==> src/rtl/alu_issue_stage_pkg.sv <==
`default_nettype none
// ============================================================================
// Module   : alu_issue_stage_pkg
// Purpose  : Shared constants for the ID->EX issue stage. This package holds
//            the RV32I opcode constants, the ALU FUNC_* function codes and
//            the operand-select encodings used by the decoder and the
//            operand muxes.
// Revision : 1.0 - initial release
// ============================================================================
package alu_issue_stage_pkg;

  // RV32I major opcodes
  localparam logic [6:0] OPC_OP     = 7'b0110011;
  localparam logic [6:0] OPC_OP_IMM = 7'b0010011;
  localparam logic [6:0] OPC_LOAD   = 7'b0000011;
  localparam logic [6:0] OPC_STORE  = 7'b0100011;
  localparam logic [6:0] OPC_JALR   = 7'b1100111;
  localparam logic [6:0] OPC_BRANCH = 7'b1100011;
  localparam logic [6:0] OPC_LUI    = 7'b0110111;
  localparam logic [6:0] OPC_AUIPC  = 7'b0010111;
  localparam logic [6:0] OPC_JAL    = 7'b1101111;

  // ALU function codes
  localparam logic [3:0] FUNC_ADD = 4'd0;
  localparam logic [3:0] FUNC_SUB = 4'd1;
  localparam logic [3:0] FUNC_LLS = 4'd2;
  localparam logic [3:0] FUNC_XOR = 4'd3;
  localparam logic [3:0] FUNC_LRS = 4'd4;
  localparam logic [3:0] FUNC_ARS = 4'd5;
  localparam logic [3:0] FUNC_OR  = 4'd6;
  localparam logic [3:0] FUNC_AND = 4'd7;
  localparam logic [3:0] FUNC_BEQ = 4'd8;
  localparam logic [3:0] FUNC_BNE = 4'd9;
  localparam logic [3:0] FUNC_BLT = 4'd10;
  localparam logic [3:0] FUNC_BGE = 4'd11;

  // Operand 1 select
  localparam logic [1:0] SEL1_RS1  = 2'd0;
  localparam logic [1:0] SEL1_PC   = 2'd1;
  localparam logic [1:0] SEL1_ZERO = 2'd2;

  // Operand 2 select
  localparam logic [1:0] SEL2_RS2   = 2'd0;
  localparam logic [1:0] SEL2_IMM   = 2'd1;
  localparam logic [1:0] SEL2_SHAMT = 2'd2;

endpackage
`default_nettype wire

==> src/rtl/alu_issue_stage_alu_control.sv <==
`default_nettype none
// ============================================================================
// Module   : alu_issue_stage_alu_control
// Purpose  : Combinational decode of opcode/funct3/funct7 into the ALU
//            function code, operand selects, source-usage flags and pipeline
//            control bits. Unsupported encodings raise illegal and suppress
//            every side-effecting control bit.
// Revision : 1.0 - initial release
// ============================================================================
module alu_issue_stage_alu_control
  import alu_issue_stage_pkg::*;
(
  input  logic [6:0] opcode,
  input  logic [2:0] funct3,
  input  logic       funct7_5,
  input  logic       imm_10,
  output logic [3:0] alu_op,
  output logic [1:0] in1_sel,
  output logic [1:0] in2_sel,
  output logic       uses_rs1,
  output logic       uses_rs2,
  output logic       reg_write,
  output logic       mem_read,
  output logic       mem_write,
  output logic       branch,
  output logic       jump,
  output logic       illegal
);

  // Decode the instruction class, then squash controls if it is illegal
  always_comb begin
    alu_op    = FUNC_ADD;
    in1_sel   = SEL1_RS1;
    in2_sel   = SEL2_RS2;
    uses_rs1  = 1'b0;
    uses_rs2  = 1'b0;
    reg_write = 1'b0;
    mem_read  = 1'b0;
    mem_write = 1'b0;
    branch    = 1'b0;
    jump      = 1'b0;
    illegal   = 1'b0;
    case (opcode)
      OPC_OP: begin
        uses_rs1  = 1'b1;
        uses_rs2  = 1'b1;
        reg_write = 1'b1;
        case (funct3)
          3'b000:  alu_op = funct7_5 ? FUNC_SUB : FUNC_ADD;
          3'b001:  alu_op = FUNC_LLS;
          3'b100:  alu_op = FUNC_XOR;
          3'b101:  alu_op = funct7_5 ? FUNC_ARS : FUNC_LRS;
          3'b110:  alu_op = FUNC_OR;
          3'b111:  alu_op = FUNC_AND;
          default: illegal = 1'b1;   // SLT / SLTU are not supported
        endcase
      end
      OPC_OP_IMM: begin
        uses_rs1  = 1'b1;
        reg_write = 1'b1;
        in2_sel   = SEL2_IMM;
        case (funct3)
          3'b000:  alu_op = FUNC_ADD;
          3'b001: begin
            alu_op  = FUNC_LLS;
            in2_sel = SEL2_SHAMT;
          end
          3'b100:  alu_op = FUNC_XOR;
          3'b101: begin
            alu_op  = imm_10 ? FUNC_ARS : FUNC_LRS;
            in2_sel = SEL2_SHAMT;
          end
          3'b110:  alu_op = FUNC_OR;
          3'b111:  alu_op = FUNC_AND;
          default: illegal = 1'b1;
        endcase
      end
      OPC_LOAD: begin
        uses_rs1  = 1'b1;
        reg_write = 1'b1;
        mem_read  = 1'b1;
        in2_sel   = SEL2_IMM;
      end
      OPC_STORE: begin
        uses_rs1  = 1'b1;
        uses_rs2  = 1'b1;
        mem_write = 1'b1;
        in2_sel   = SEL2_IMM;
      end
      OPC_JALR: begin
        uses_rs1  = 1'b1;
        reg_write = 1'b1;
        jump      = 1'b1;
        in2_sel   = SEL2_IMM;
      end
      OPC_BRANCH: begin
        uses_rs1 = 1'b1;
        uses_rs2 = 1'b1;
        branch   = 1'b1;
        case (funct3)
          3'b000:  alu_op = FUNC_BEQ;
          3'b001:  alu_op = FUNC_BNE;
          3'b100:  alu_op = FUNC_BLT;
          3'b101:  alu_op = FUNC_BGE;
          default: illegal = 1'b1;   // unsigned compares are not supported
        endcase
      end
      OPC_LUI: begin
        reg_write = 1'b1;
        in1_sel   = SEL1_ZERO;
        in2_sel   = SEL2_IMM;
      end
      OPC_AUIPC: begin
        reg_write = 1'b1;
        in1_sel   = SEL1_PC;
        in2_sel   = SEL2_IMM;
      end
      OPC_JAL: begin
        reg_write = 1'b1;
        jump      = 1'b1;
        in1_sel   = SEL1_PC;
        in2_sel   = SEL2_IMM;
      end
      default: illegal = 1'b1;
    endcase
    if (illegal) begin
      alu_op    = FUNC_ADD;
      reg_write = 1'b0;
      mem_read  = 1'b0;
      mem_write = 1'b0;
      branch    = 1'b0;
      jump      = 1'b0;
    end
  end

endmodule
`default_nettype wire

==> src/rtl/alu_issue_stage.sv <==
`default_nettype none
// ============================================================================
// Module   : alu_issue_stage
// Purpose  : ID/EX pipeline register feeding the ALU. Decodes the ALU
//            function, sources operands, generates hazard stalls, and
//            handles bubble/flush/hold for the ID->EX boundary.
//            Optional feature macro: ALU_FORWARD_EN (operand forwarding from
//            EX/MEM and MEM/WB; without it, RAW hazards stall until the
//            producer has reached MEM/WB).
// Revision : 1.0 - initial release
// ============================================================================
module alu_issue_stage
  import alu_issue_stage_pkg::*;
#(
  parameter int XLEN     = 32,
  parameter int ALU_OP_W = 4
) (
  input  logic                clk,
  input  logic                reset_n,
  input  logic                id_valid,
  output logic                id_ready,
  input  logic [6:0]          id_opcode,
  input  logic [2:0]          id_funct3,
  input  logic [6:0]          id_funct7,
  input  logic [4:0]          id_rs1,
  input  logic [4:0]          id_rs2,
  input  logic [4:0]          id_rd,
  input  logic [XLEN-1:0]     id_rs1_data,
  input  logic [XLEN-1:0]     id_rs2_data,
  input  logic [XLEN-1:0]     id_imm,
  input  logic [XLEN-1:0]     id_pc,
  input  logic                flush,
  input  logic                ex_stall,
  input  logic                exmem_reg_write,
  input  logic [4:0]          exmem_rd,
  input  logic [XLEN-1:0]     exmem_result,
  input  logic                memwb_reg_write,
  input  logic [4:0]          memwb_rd,
  input  logic [XLEN-1:0]     memwb_data,
  output logic                ex_valid,
  output logic [ALU_OP_W-1:0] ex_alu_op,
  output logic [XLEN-1:0]     ex_alu_in_1,
  output logic [XLEN-1:0]     ex_alu_in_2,
  output logic [XLEN-1:0]     ex_store_data,
  output logic [4:0]          ex_rd,
  output logic [XLEN-1:0]     ex_pc,
  output logic                ex_reg_write,
  output logic                ex_mem_read,
  output logic                ex_mem_write,
  output logic                ex_branch,
  output logic                ex_jump,
  output logic                ex_illegal
);

  logic [3:0]          dec_alu_op;
  logic [1:0]          dec_in1_sel, dec_in2_sel;
  logic                dec_uses_rs1, dec_uses_rs2;
  logic                dec_reg_write, dec_mem_read, dec_mem_write;
  logic                dec_branch, dec_jump, dec_illegal;

  logic [XLEN-1:0]     rs1_val, rs2_val, op1, op2;
  logic                hazard, load, kill;

  logic                ex_valid_q, ex_valid_d;
  logic [ALU_OP_W-1:0] ex_alu_op_q, ex_alu_op_d;
  logic [XLEN-1:0]     ex_alu_in_1_q, ex_alu_in_1_d;
  logic [XLEN-1:0]     ex_alu_in_2_q, ex_alu_in_2_d;
  logic [XLEN-1:0]     ex_store_data_q, ex_store_data_d;
  logic [4:0]          ex_rd_q, ex_rd_d;
  logic [XLEN-1:0]     ex_pc_q, ex_pc_d;
  logic [5:0]          ex_ctl_q, ex_ctl_d;   // {reg_write, mem_read, mem_write, branch, jump, illegal}

  logic                unused_funct7;
  assign unused_funct7 = ^{id_funct7[6], id_funct7[4:0]};

  alu_issue_stage_alu_control u_alu_control (
    .opcode    (id_opcode),
    .funct3    (id_funct3),
    .funct7_5  (id_funct7[5]),
    .imm_10    (id_imm[10]),
    .alu_op    (dec_alu_op),
    .in1_sel   (dec_in1_sel),
    .in2_sel   (dec_in2_sel),
    .uses_rs1  (dec_uses_rs1),
    .uses_rs2  (dec_uses_rs2),
    .reg_write (dec_reg_write),
    .mem_read  (dec_mem_read),
    .mem_write (dec_mem_write),
    .branch    (dec_branch),
    .jump      (dec_jump),
    .illegal   (dec_illegal)
  );

`ifdef ALU_FORWARD_EN
  logic unused_uses_rs1;
  assign unused_uses_rs1 = dec_uses_rs1;

  // Source operands with EX/MEM-over-MEM/WB forwarding; only loads stall
  always_comb begin
    rs1_val = '0;
    rs2_val = '0;
    if (id_rs1 != 5'd0) begin
      if (exmem_reg_write && (exmem_rd == id_rs1))      rs1_val = exmem_result;
      else if (memwb_reg_write && (memwb_rd == id_rs1)) rs1_val = memwb_data;
      else                                              rs1_val = id_rs1_data;
    end
    if (id_rs2 != 5'd0) begin
      if (exmem_reg_write && (exmem_rd == id_rs2))      rs2_val = exmem_result;
      else if (memwb_reg_write && (memwb_rd == id_rs2)) rs2_val = memwb_data;
      else                                              rs2_val = id_rs2_data;
    end
    hazard = ex_valid_q && ex_ctl_q[4] && (ex_rd_q != 5'd0) &&
             ((ex_rd_q == id_rs1) || (dec_uses_rs2 && (ex_rd_q == id_rs2)));
  end
`else
  logic unused_fwd;
  assign unused_fwd = ^{exmem_result, memwb_reg_write, memwb_rd, memwb_data};

  // Register-file operands; stall while a producer sits in ID/EX or EX/MEM
  always_comb begin
    rs1_val = (id_rs1 != 5'd0) ? id_rs1_data : '0;
    rs2_val = (id_rs2 != 5'd0) ? id_rs2_data : '0;
    hazard  = (dec_uses_rs1 && (id_rs1 != 5'd0) &&
               ((ex_valid_q && ex_ctl_q[5] && (ex_rd_q == id_rs1)) ||
                (exmem_reg_write && (exmem_rd == id_rs1)))) ||
              (dec_uses_rs2 && (id_rs2 != 5'd0) &&
               ((ex_valid_q && ex_ctl_q[5] && (ex_rd_q == id_rs2)) ||
                (exmem_reg_write && (exmem_rd == id_rs2))));
  end
`endif

  // Operand muxes
  always_comb begin
    case (dec_in1_sel)
      SEL1_PC:   op1 = id_pc;
      SEL1_ZERO: op1 = '0;
      default:   op1 = rs1_val;
    endcase
    case (dec_in2_sel)
      SEL2_IMM:   op2 = id_imm;
      SEL2_SHAMT: op2 = {{(XLEN-5){1'b0}}, id_imm[4:0]};
      default:    op2 = rs2_val;
    endcase
  end

  // A flushed instruction is consumed and dropped, so ready stays high
  assign id_ready = flush || (!ex_stall && !hazard);

  // Next ID/EX contents: flush > hold > hazard bubble > load > bubble
  always_comb begin
    load = 1'b0;
    kill = 1'b0;
    if (flush)          kill = 1'b1;
    else if (!ex_stall) begin
      if (!hazard && id_valid) load = 1'b1;
      else                     kill = 1'b1;
    end
    ex_valid_d      = ex_valid_q;
    ex_alu_op_d     = ex_alu_op_q;
    ex_alu_in_1_d   = ex_alu_in_1_q;
    ex_alu_in_2_d   = ex_alu_in_2_q;
    ex_store_data_d = ex_store_data_q;
    ex_rd_d         = ex_rd_q;
    ex_pc_d         = ex_pc_q;
    ex_ctl_d        = ex_ctl_q;
    if (load) begin
      ex_valid_d      = 1'b1;
      ex_alu_op_d     = ALU_OP_W'(dec_alu_op);
      ex_alu_in_1_d   = op1;
      ex_alu_in_2_d   = op2;
      ex_store_data_d = rs2_val;
      ex_rd_d         = id_rd;
      ex_pc_d         = id_pc;
      ex_ctl_d        = {dec_reg_write, dec_mem_read, dec_mem_write,
                         dec_branch, dec_jump, dec_illegal};
    end else if (kill) begin
      ex_valid_d = 1'b0;
      ex_ctl_d   = '0;
    end
  end

  // ID/EX pipeline register
  always_ff @(posedge clk or negedge reset_n) begin
    if (!reset_n) begin
      ex_valid_q      <= 1'b0;
      ex_alu_op_q     <= ALU_OP_W'(FUNC_ADD);
      ex_alu_in_1_q   <= '0;
      ex_alu_in_2_q   <= '0;
      ex_store_data_q <= '0;
      ex_rd_q         <= '0;
      ex_pc_q         <= '0;
      ex_ctl_q        <= '0;
    end else begin
      ex_valid_q      <= ex_valid_d;
      ex_alu_op_q     <= ex_alu_op_d;
      ex_alu_in_1_q   <= ex_alu_in_1_d;
      ex_alu_in_2_q   <= ex_alu_in_2_d;
      ex_store_data_q <= ex_store_data_d;
      ex_rd_q         <= ex_rd_d;
      ex_pc_q         <= ex_pc_d;
      ex_ctl_q        <= ex_ctl_d;
    end
  end

  assign ex_valid      = ex_valid_q;
  assign ex_alu_op     = ex_alu_op_q;
  assign ex_alu_in_1   = ex_alu_in_1_q;
  assign ex_alu_in_2   = ex_alu_in_2_q;
  assign ex_store_data = ex_store_data_q;
  assign ex_rd         = ex_rd_q;
  assign ex_pc         = ex_pc_q;
  assign ex_reg_write  = ex_ctl_q[5];
  assign ex_mem_read   = ex_ctl_q[4];
  assign ex_mem_write  = ex_ctl_q[3];
  assign ex_branch     = ex_ctl_q[2];
  assign ex_jump       = ex_ctl_q[1];
  assign ex_illegal    = ex_ctl_q[0];

endmodule
`default_nettype wire
==> config.mk <==
export PLATFORM = sky130hd
export DESIGN_NAME = alu_issue_stage
export DESIGN_NICKNAME = d
export VERILOG_FILES = /design/src/rtl/alu_issue_stage_pkg.sv /design/src/rtl/alu_issue_stage_alu_control.sv /design/src/rtl/alu_issue_stage.sv
export SDC_FILE = /design/constraint.sdc
export NUM_CORES = 1
export LEC_CHECK = 0
export CAP_MARGIN = 20
export CORE_AREA = 3 3 150 152
export CTS_BUF_LIST = sky130_fd_sc_hd__clkbuf_4 sky130_fd_sc_hd__clkbuf_8
export DETAILED_ROUTE_END_ITERATION = 6
export DIE_AREA = 0 0 153 155
export GPL_TIMING_DRIVEN = 0
export PLACE_DENSITY = 0.7
export SLEW_MARGIN = 15
export SYNTH_ARGS = -nofsm -noshare
export SYNTH_HDL_FRONTEND = slang
export SYNTH_HIERARCHICAL = 1
export SYNTH_SLANG_ARGS = --single-unit
==> constraint.sdc <==
create_clock -name clk -period 2.7 [get_ports clk]
set_input_delay 0.54 -clock clk [delete_from_list [all_inputs] [get_ports clk]]
set_output_delay 0.54 -clock clk [all_outputs]
set_load 0.01 [all_outputs]
==> results of run 1 <==
==> registers in the layout, summed over array words and instances, names as in the netlist <==
| register | flops |
|---|---|
| ex_alu_in_1 | 32 |
| ex_alu_in_2 | 32 |
| ex_pc | 32 |
| ex_store_data | 32 |
| ex_ctl_q | 6 |
| ex_rd | 5 |
| ex_alu_op | 4 |
| ex_valid | 1 |
==> power groups by stage <==
stage,Sequential (mW),Combinational [mW],Clock [mW]
after floorplan,3.00,0.597,0
after global placement,2.81,2.09,0
after detailed placement,2.82,2.12,0
after CTS,2.78,2.13,1.91
after global routing,2.84,2.25,2.01
final,2.78,2.12,1.86
==> critical path, stage by stage <==
cell             delay, ns
clkdlybuf4s50_1       0.53
xor2_1                0.16
nor4_1                0.06
a32oi_1               0.22
o22ai_2               0.11
buf_4                 0.15
nor4b_4               0.33
buf_6                 0.21
buf_12                0.14
buf_12                0.15
mux2_4                0.31
==> final timing paths <==
check	startpoint	to	slack, ns
setup / recovery	id_rs2[0]	ex_alu_in_2[6]$_DFFE_PN0P_	0.1
hold / removal	reset_n	ex_alu_in_1[18]$_DFFE_PN0P_	0.02
setup reg to reg	ex_rd[1]$_DFFE_PN0P_	ex_alu_in_2[6]$_DFFE_PN0P_	0.30
hold reg to reg	ex_alu_in_2[26]$_DFFE_PN0P_	ex_alu_in_2[26]$_DFFE_PN0P_	0.50
max in group asynchronous	reset_n	ex_store_data[10]$_DFFE_PN0P_	1.87
min in group clk	ex_alu_in_2[26]$_DFFE_PN0P_	ex_alu_in_2[26]$_DFFE_PN0P_	0.50
==> synthesized netlist by cell type, types with 3 or more instances <==
library cell    n
dfrtp_1       144
mux2_2         84
nand2_1        49
a22o_1         38
inv_1          36
mux2i_1        32
a32o_1         27
clkbuf_1       21
mux2_4         20
xor2_1         18
nor2_1         15
buf_4          11
o21ai_0        10
nand3_1         8
nor2b_1         5
buf_6           4
nand2b_1        4
nor3_1          4
nor4_1          4
o21ai_1         4
ha_1            3
==> layer usage <==
| metal | vias to the layer above | share of wire, % | global-route usage [%] |
|---|---|---|---|
| li1 | 2735 | - | - |
| met3 | 25 | 4.4 | 4.78 |
| met4 | 2 | 1.8 | 6.07 |
| met2 | 152 | 50 | 33.6 |
| met5 | - | 0.054 | 0 |
| met1 | 2911 | 43 | 25.8 |
==> cell usage in the layout, fill, tap and decap left out, types with 2 or more instances in the layout <==
cell,n
xnor2_1,2
bufinv_16,3
clkbuf_4,4
dlymetal6s2s_1,11
mux2i_1,32
inv_1,36
mux2_2,84
nand2_1,48
dlygate4sd2_1,5
buf_4,14
a22o_1,38
o21ai_1,4
clkbuf_8,23
mux2_4,20
a21oi_1,2
xor2_1,18
nand2b_1,3
a32o_1,27
clkbuf_1,7
dfrtp_1,144
clkdlybuf4s50_1,289
nor2b_1,4
nor4_1,3
o21ai_0,9
clkinv_2,4
nor3_1,3
ha_1,3
a32oi_1,2
clkbuf_2,7
buf_12,4
nor2_1,14
buf_6,7
buf_2,4
nand3b_1,2
nand3_1,8
==> stage by stage <==
| stage | setup TNS (ns) | hold slack [ns] |
|---|---|---|
| 3_5_place_dp | -79.19 | 0.487 |
| 4_1_cts | 0 | 0.0219 |
| 3_3_place_gp | -822.15 | 0.470 |
| 2_1_floorplan | 0 | 0.244 |
| 6_report | 0 | 0.0158 |
| 5_1_grt | -0.165 | 0.0266 |
==> cells by family after synthesis <==
group / count (synthesis) / share of synthesized area, %
DFF: 144 / 50.9
xor gates and xnor gates: 20 / 2.48
and+or+nand+nor: 100 / 6.69
adders and majority gates: 3 / 0.531
AOI/OAI and AO/OA: 93 / 11.1
muxes: 137 / 22.3
buffers and inverters: 78 / 5.93
==> timing repair <==
action | CTS | global route
setup buffers | 3 | 2
setup endpoints to repair | 63 | 107
pin swaps | 5 | 6
gates resized for setup | 40 | 37
cloned | 0 | 2
==> cell type report <==
class	count	area (µm²)
inverters	36	135
clock buffers	21	277
fillers	1888	9980
multi-input cells	353	3110
repair buffers	316	3200
flip-flops and latches	144	3600
well taps	275	344
clock inverters	10	135
plain buffers	42	364
==> flow_summary.toml, run 1 <==
[die]
start_util_pct = 33.4
ios = 386
die_h_um = 155
die_w_um = 153
die-area_mm2 = 0.0237
core_area_mm2 = 0.0212
rows = 53

[power_and_ir_drop]
power_mw = 6.76
seqPwrFrac_pct = 41.2
p_sw_mw = 1.91
p_sw_share_pct = 28.2
p_leak_nw = 4.91
p_int_mw = 4.85
combPwrFrac_pct = 31.3
clkPwrFrac_pct = 27.5
ir_drop_v = 0.000334
power_density_mw_per_mm2 = 605

[route]
vias = 5825
ant_nets = 0
vias_per_cell = 4.87
drt_iter0_drc = 283
finalWirelength_um = 24100
routedWlPerCell_um = 20.2
first_pass_iters = 4
drc = 0

[yosys]
synth-async-reset-ratio_pct = 100
netlist.area_leader.share_pct = 50.9
ys_seq_area_share_pct = 50.9
synth_area_mm2 = 0.00707
ys_ff_latch = 144
synth_largest_area_cell = "dfrtp_1"
syn_nets = 819
synth_ff_type = "dfrtp_1"
ys_warn_count = 6
postSynthCellCount = 575
ys_types = 47
synth_area_leaders = "dfrtp_1 51%, mux2_2 13%, a22o_1 4.7%, mux2i_1 4.5%, mux2_4 4.2%"
syn_area_per_cell_um2 = 12.3
synth_edf_count = 0

[global_routing]
antenna_found_initial = 1
grt_first_pass_wirelength_um = 37100
grt_max_degree = 83
grt_usage_pct = 20.0
grt_pass1_vias = 6188
gr-total-overflow = 0

[clock_network]
cts_tree = "built"
hold_buffers = 0
h-tree-depth = 4
clkLatencyLatePin_ns = 0.45
clock_path_buffers = 2
cts_buffers = 17
root_buffer = "clkbuf_8"
clock_sinks = 144
path_clk_slew_ns = 0.08

[finish]
postLayoutCellArea_mm2 = 0.0112
final_util_pct = 52.8
num_antenna_cells = 0
drive_gt1_share_pct = 21.0
final_net_count = 1154
syn2layout_area_growth_pct = 58.0
stdcell_count = 1197

[sta]
finalCriticalPeriod_ns = 2.60
clock_skew_ns = 0.0175
period_share_pct = 96.4
slew_violations = 0
setup_violations = 0
fin_ws_ns = 0.0980
fmax_mhz = 384
relSlewSlack_pct = 64.3
tightest_slew_ns = 0.536
hold_viol = 0

[run_status]
status = "complete, no violations"

[place]
hpwl_um = 17800
pre_cts_slack_ns = -1.11
place_inst = 1159
placed_area_mm2 = 0.0105
place_congestion = 0.839
io_buffer_count = 308

[worst_setup_path]
endpoint_kind = "flop"
required_ns = 3.02
rr_worst_depth = 10
cp_max_fo = 10
critPathKind = "in2reg"
start_kind = "input port"
crit_arrival_ns = 2.92

[min_path]
hp-class = "in2async"

[job]
drv_cap = 0
Power figures use the tool's default switching activity.
==> inputs of run 2 (changes only) <==
CELL_PAD_IN_SITES_DETAIL_PLACEMENT = 2   (was not set)
CELL_PAD_IN_SITES_GLOBAL_PLACEMENT = 2   (was not set)
CORE_AREA = not set   (was 3 3 150 152)
CORE_MARGIN = 3   (was not set)
CORE_UTILIZATION = 24   (was not set)
DIE_AREA = not set   (was 0 0 153 155)
PLACE_DENSITY = not set   (was 0.7)
PLACE_DENSITY_LB_ADDON = 0.1   (was not set)
SLEW_MARGIN = 40   (was 15)
==> flow_summary.toml, run 2 (synthesis results as in run 1) <==
[run_status]
status = "complete, no violations"

[finish]
stdcell_count = 1311
layout_commonest_cell = "clkdlybuf4s50_1"
drive_gt1_share_pct = 22.1
mostFrequentLayoutCells = "290 x clkdlybuf4s50_1, 144 x dfrtp_1, 84 x mux2_2"
final_net_count = 1157
fillCellCount = 2994
syn2layout_area_growth_pct = 61.1
final_util_pct = 39.5

[worst_setup_path]
crit_arrival_ns = 2.10
rr_endpoint = "ex_alu_in_2[26]$_DFFE_PN0P_"
r2r_start = "ex_rd[1]$_DFFE_PN0P_"
endpoint_kind = "primary output"
reg2reg_setup_slack_ns = 0.38
cp_max_fo = 2
critPathKind = "in2out"
worstPathCellList = "clkdlybuf4s50_1 -> xor2_2 -> nor4_2 -> a32oi_1 -> o22ai_2 -> o21bai_1 -> buf_2"
cp_slowest_stage_delay_ns = 0.49
crit_slowest_cell = "clkdlybuf4s50_1"
rr_worst_depth = 9
start_kind = "input port"
required_ns = 2.16

[power_and_ir_drop]
p_leak_nw = 4.93
p_int_mw = 4.69
clkPwrFrac_pct = 27.0
seqPwrFrac_pct = 41.2
p_sw_mw = 2.12
combPwrFrac_pct = 31.8
ir_drop_v = 0.000254
p_sw_share_pct = 31.2
power_mw = 6.81
power_density_mw_per_mm2 = 598

[route]
ant_nets = 0
drt_iter0_drc = 168
drc = 0
first_pass_iters = 4
vias_per_cell = 4.58
vias = 6010
finalWirelength_um = 27900
routedWlPerCell_um = 21.3

[clock_network]
cts_tree = "built"
cts_buffers = 17
clock_sinks = 144
h-tree-depth = 4
path_clk_slew_ns = 0.09
clock_path_buffers = 2
clkLatencyLatePin_ns = 0.45
root_buffer = "clkbuf_8"

[sta]
tightest_slew_ns = 0.564
relSlewSlack_pct = 62.4
finalCriticalPeriod_ns = 2.64
fmax_mhz = 379
hold_viol = 0
setup_violations = 0
clock_skew_ns = 0.0180
period_share_pct = 97.8
setup_tns_ns = 0
slew_violations = 0

[global_routing]
grt_first_pass_wirelength_um = 42000
antenna_found_initial = 2
grt_pass1_vias = 6860
gr-total-overflow = 0
grt_max_degree = 66
grt_usage_pct = 17.5

[min_path]
hp-class = "reg2reg"
hold_depth = 1
min-delay-start = "ex_alu_in_2[26]$_DFFE_PN0P_"
min_to = "ex_alu_in_2[26]$_DFFE_PN0P_"

[die]
die_h_um = 178
ios = 386
die-area_mm2 = 0.0316
start_util_pct = 24.5
rows = 62
core_area_mm2 = 0.0289
die_w_um = 178

[place]
place_congestion = 0.795
io_buffer_count = 308
place_inst = 1269
hpwl_um = 21500

[job]
drv_cap = 0
## run 2: cell types whose count changed in the layout (fill, tap and decap cells not counted), sizes merged, moves of 2 or more
cell | previous run | this run
buf | 31 | 43
clkbuf | 42 | 29
bufinv | 3 | 1
inv | 37 | 46
clkinv | 5 | 1
## run 2: cell type report
type / instances / area, µm² / share of cell area, %
sequential: 144 / 3600 / 31.6
antenna: 1 / 2.50 / 0.0220
tap: 384 / 480 / 4.22
timing repair buffer: 319 / 3240 / 28.4
buffer: 42 / 367 / 3.22
clock buffer: 18 / 248 / 2.17
inverter: 36 / 135 / 1.19
clock inverter: 14 / 161 / 1.42
multi-input combinational: 353 / 3160 / 27.7
## run 2: worst max-delay path, delay by kind of cell
| family | cells | cell delay (ns) |
|---|---|---|
| compound gates | 3 | 0.44 |
| xor+xnor | 1 | 0.19 |
| buf+inv | 2 | 0.64 |
| simple gates | 1 | 0.28 |
## run 2: what timing repair did
item                                   CTS  global route
resized for setup                       48            41
setup endpoints to repair               84            60
cloned                                   0             0
endpoints found under the hold margin   29             0
hold buffers                             1             0
buffers inserted                         6             2
pin swaps                                9             8
## run 2: per-stage QoR
stage / instance area (µm²) / hold WS [ns] / setup WS [ns]
2_1_floorplan: 7070 / 0.244 / 0.0447
3_5_place_dp: 10700 / 0.413 / -1.21
6_report: 11400 / 0.499 / 0.0601
5_1_grt: 11400 / 0.515 / -0.0709
4_1_cts: 11300 / 0.490 / 0.000911
3_3_place_gp: 10600 / 0.472 / -5.24
## run 2: metal layers
metal  global-route usage, %  vias to the layer above  wire length (µm)
li1                        -                     2729                 -
met5                       0                        -                13
met3                    5.31                       19              1780
met1                    20.3                     3102             11000
met2                    31.5                      158             14800
met4                    3.93                        2               314
## run 2: worst max-delay path by stage
stage	start	to	slack, ns
final	exmem_rd[1]	id_ready	0.06
after global routing	id_opcode[5]	id_ready	-0.07
after CTS	id_rs1[1]	id_ready	0.0009
after detailed placement	id_opcode[4]	ex_alu_in_2[20]$_DFFE_PN0P_	-1.21
after global placement	reset_n	ex_alu_in_2[17]$_DFFE_PN0P_	-5.24
after floorplan	id_opcode[6]	ex_alu_in_2[26]$_DFFE_PN0P_	0.04
## run 2: power groups by stage
| stage | registers [mW] | logic [mW] | clock network [mW] |
|---|---|---|---|
| global placement | 2.83 | 2.13 | 0 |
| global route | 2.87 | 2.31 | 2.01 |
| finish | 2.80 | 2.16 | 1.84 |
| detailed placement | 2.85 | 2.17 | 0 |
| CTS | 2.82 | 2.20 | 1.92 |
| floorplan | 3.00 | 0.597 | 0 |
==> inputs of run 3 (changes only) <==
ABC_AREA = 1   (was not set)
CORE_UTILIZATION = 22   (was 24)
==> flow_summary.toml, run 3 <==
[power_and_ir_drop]
power_density_mw_per_mm2 = 523
combPwrFrac_pct = 30.3
power_mw = 6.41
seqPwrFrac_pct = 42.1
clkPwrFrac_pct = 27.6
p_sw_share_pct = 33.5
p_leak_nw = 6.01
ir_drop_v = 0.000275
p_sw_mw = 2.15
p_int_mw = 4.26

[worst_setup_path]
worstPathCellList = "clkdlybuf4s15_1 -> nor2_2 -> nand3_4 -> nor2_4 -> buf_12 -> nor2_4 -> nand2_2 -> nand2_2 -> inv_2 -> nand2_4 -> buf_12 -> a21o_1 -> buf_6"
crit_arrival_ns = 2.08
crit_slowest_cell = "clkdlybuf4s15_1"
path_delay_family = "simple AND/OR/NAND/NOR gates"
cp_max_fo = 4
critPathKind = "in2out"
cp_slowest_stage_delay_ns = 0.21
start_kind = "input port"
endpoint_kind = "primary output"
required_ns = 2.16
cp.buffers_inverters = 5

[yosys]
ys_warn_count = 6
synth_largest_area_cell = "dfrtp_1"
ys_types = 29
synth_ff_type = "dfrtp_1"
postSynthCellCount = 1072
synth-async-reset-ratio_pct = 100
ys_ff_latch = 144
synth_area_leaders = "dfrtp_1 46%, nand2_1 20%, nand4_1 12%, nand3_1 6.6%, inv_1 3.3%"
syn_nets = 1316
synth_most_common_cell = "nand2_1"
netlist.area_leader.share_pct = 45.9
ys_seq_area_share_pct = 45.9
syn_area_per_cell_um2 = 7.32
synth_edf_count = 0
synth_area_mm2 = 0.00785
synth_common_cells = "414 x nand2_1, 145 x nand4_1, 144 x dfrtp_1"

[clock_network]
clkLatencyLatePin_ns = 0.49
cts_tree = "built"
path_clk_slew_ns = 0.08
root_buffer = "clkbuf_8"
h-tree-depth = 4
cts_buffers = 17
clock_path_buffers = 2
clock_sinks = 144

[finish]
syn2layout_area_growth_pct = 56.2
final_net_count = 1663
mostFrequentLayoutCells = "406 x nand2_1, 287 x clkdlybuf4s50_1, 145 x nand4_1"
layout_commonest_cell = "nand2_1"
final_util_pct = 35.1
drive_gt1_share_pct = 11.0

[sta]
tightest_slew_ns = 0.789
clock_skew_ns = 0.0169
setup_violations = 0
fin_ws_ns = 0.0825
finalCriticalPeriod_ns = 2.62
slew_violations = 0
period_share_pct = 96.9
hold_viol = 0
relSlewSlack_pct = 47.4
fmax_mhz = 382

[route]
drc = 0
vias_per_cell = 4.69
drt_iter0_drc = 350
routedWlPerCell_um = 20.7
finalWirelength_um = 39100
ant_nets = 0
vias = 8859
first_pass_iters = 4

[min_path]
hp-class = "reg2reg"

[place]
pre_cts_slack_ns = -1.26
io_buffer_count = 309
hpwl_um = 30700
place_congestion = 0.784

[global_routing]
grt_first_pass_wirelength_um = 60200
grt_usage_pct = 20.6
gr-total-overflow = 0
grt_max_degree = 62
grt_pass1_vias = 9842
antenna_found_initial = 8

[die]
start_util_pct = 22.5
die_h_um = 195
die_w_um = 195
rows = 68
die-area_mm2 = 0.0380
ios = 386
core_area_mm2 = 0.0349

[run_status]
status = "complete, no violations"

[job]
drv_cap = 0
==> run 3: cell count changes after synthesis, sizes merged, moves of 25 or more <==
cell,previous run,this run
nand2,49,422
nand4,0,145
inv,36,73
mux2i,32,0
a32o,27,0
nand3,8,106
o21ai,14,44
mux2,105,0
buf,21,46
a22o,38,0
==> run 3: repair_timing <==
| action | 4_1_cts | 5_1_grt |
|---|---|---|
| endpoints found under the setup margin | 138 | 64 |
| gates cloned | 0 | 0 |
| pin swaps | 12 | 9 |
| hold endpoints to repair | 29 | 0 |
| resized for setup | 63 | 34 |
| hold buffers | 1 | 0 |
| buffers inserted | 13 | 4 |
==> run 3: worst paths after layout <==
path,from,end,slack (ns),cells past startpoint
min in group asynchronous,reset_n,ex_pc[4]$_DFFE_PN0P_,0.51,2
min,ex_pc[18]$_DFFE_PN0P_,ex_pc[18]$_DFFE_PN0P_,0.48,2
max reg2reg,ex_rd[3]$_DFFE_PN0P_,ex_pc[2]$_DFFE_PN0P_,0.37,14
max,id_opcode[3],id_ready,0.08,13
max in group asynchronous,reset_n,ex_store_data[13]$_DFFE_PN0P_,1.55,3
min reg2reg,ex_pc[18]$_DFFE_PN0P_,ex_pc[18]$_DFFE_PN0P_,0.48,2
==> run 3: per-stage QoR <==
| step | std cells | hold WS [ns] | TNS (ns) | cell area (µm²) |
|---|---|---|---|---|
| 3_5_place_dp | 1838 | 0.421 | -99.26 | 11600 |
| 3_3_place_gp | 1836 | 0.454 | -900.30 | 11500 |
| 6_report | 1889 | 0.475 | 0 | 12300 |
| 2_1_floorplan | 1072 | 0.244 | 0 | 7850 |
| 4_1_cts | 1883 | 0.482 | 0 | 12200 |
| 5_1_grt | 1889 | 0.496 | -0.00836 | 12300 |
==> run 3: metal layers <==
layer  global-route usage, %  vias up  part of all wire (%)
li1                        -     4251                     -
met1                    26.3     4347                    45
met2                    34.4      208                    48
met3                    5.67       41                   5.9
met4                    5.10       12                   1.7
met5                       0        -                  0.19
==> run 3: cell families (layout without fill, tap and decap cells) <==
group                      after synthesis  after routing  share of synthesized area [%]
and+or+nand+nor                        711            711                           41.3
buffers and inverters                  159            519                           8.40
DFF                                    144            144                           45.9
AOI/OAI and AO/OA                       53             53                           3.72
adders and majority gates                3              3                          0.478
xor gates and xnor gates                 2              2                          0.223
other                                    0              2                              0
==> run 3: worst reg2reg max path, cell delays in order, from the launching register on <==
cell and delay [ns]:
dfrtp_2 0.49, inv_1 0.09, nand2_1 0.06, nand2_1 0.05, nor2_1 0.13, nand3_1 0.11
nand2_2 0.14, buf_4 0.14, buf_4 0.09, nand2_1 0.04, nand4_1 0.12, buf_2 0.29
buf_2 0.35, nand2_1 0.10, nand2_1 0.07
==> run 3: cell type report <==
| cell class | count | area, µm² |
|---|---|---|
| Tap cell | 455 | 569 |
| Multi-Input combinational cell | 769 | 3670 |
| Inverter | 74 | 282 |
| Buffer | 84 | 428 |
| Timing Repair Buffer | 329 | 3310 |
| Antenna cell | 2 | 5.00 |
| Sequential cell | 144 | 3610 |
| Clock buffer | 19 | 255 |
| Clock inverter | 13 | 129 |
| Fill cell | 4072 | 22600 |
==> run 3: power groups by stage <==
stage               logic (mW)  clock network, mW  registers, mW
finish                    1.94               1.77           2.70
global route              2.13               1.93           2.74
CTS                       1.97               1.83           2.70
detailed placement        1.95                  0           2.74
global placement          1.91                  0           2.73
floorplan                0.507                  0           2.86
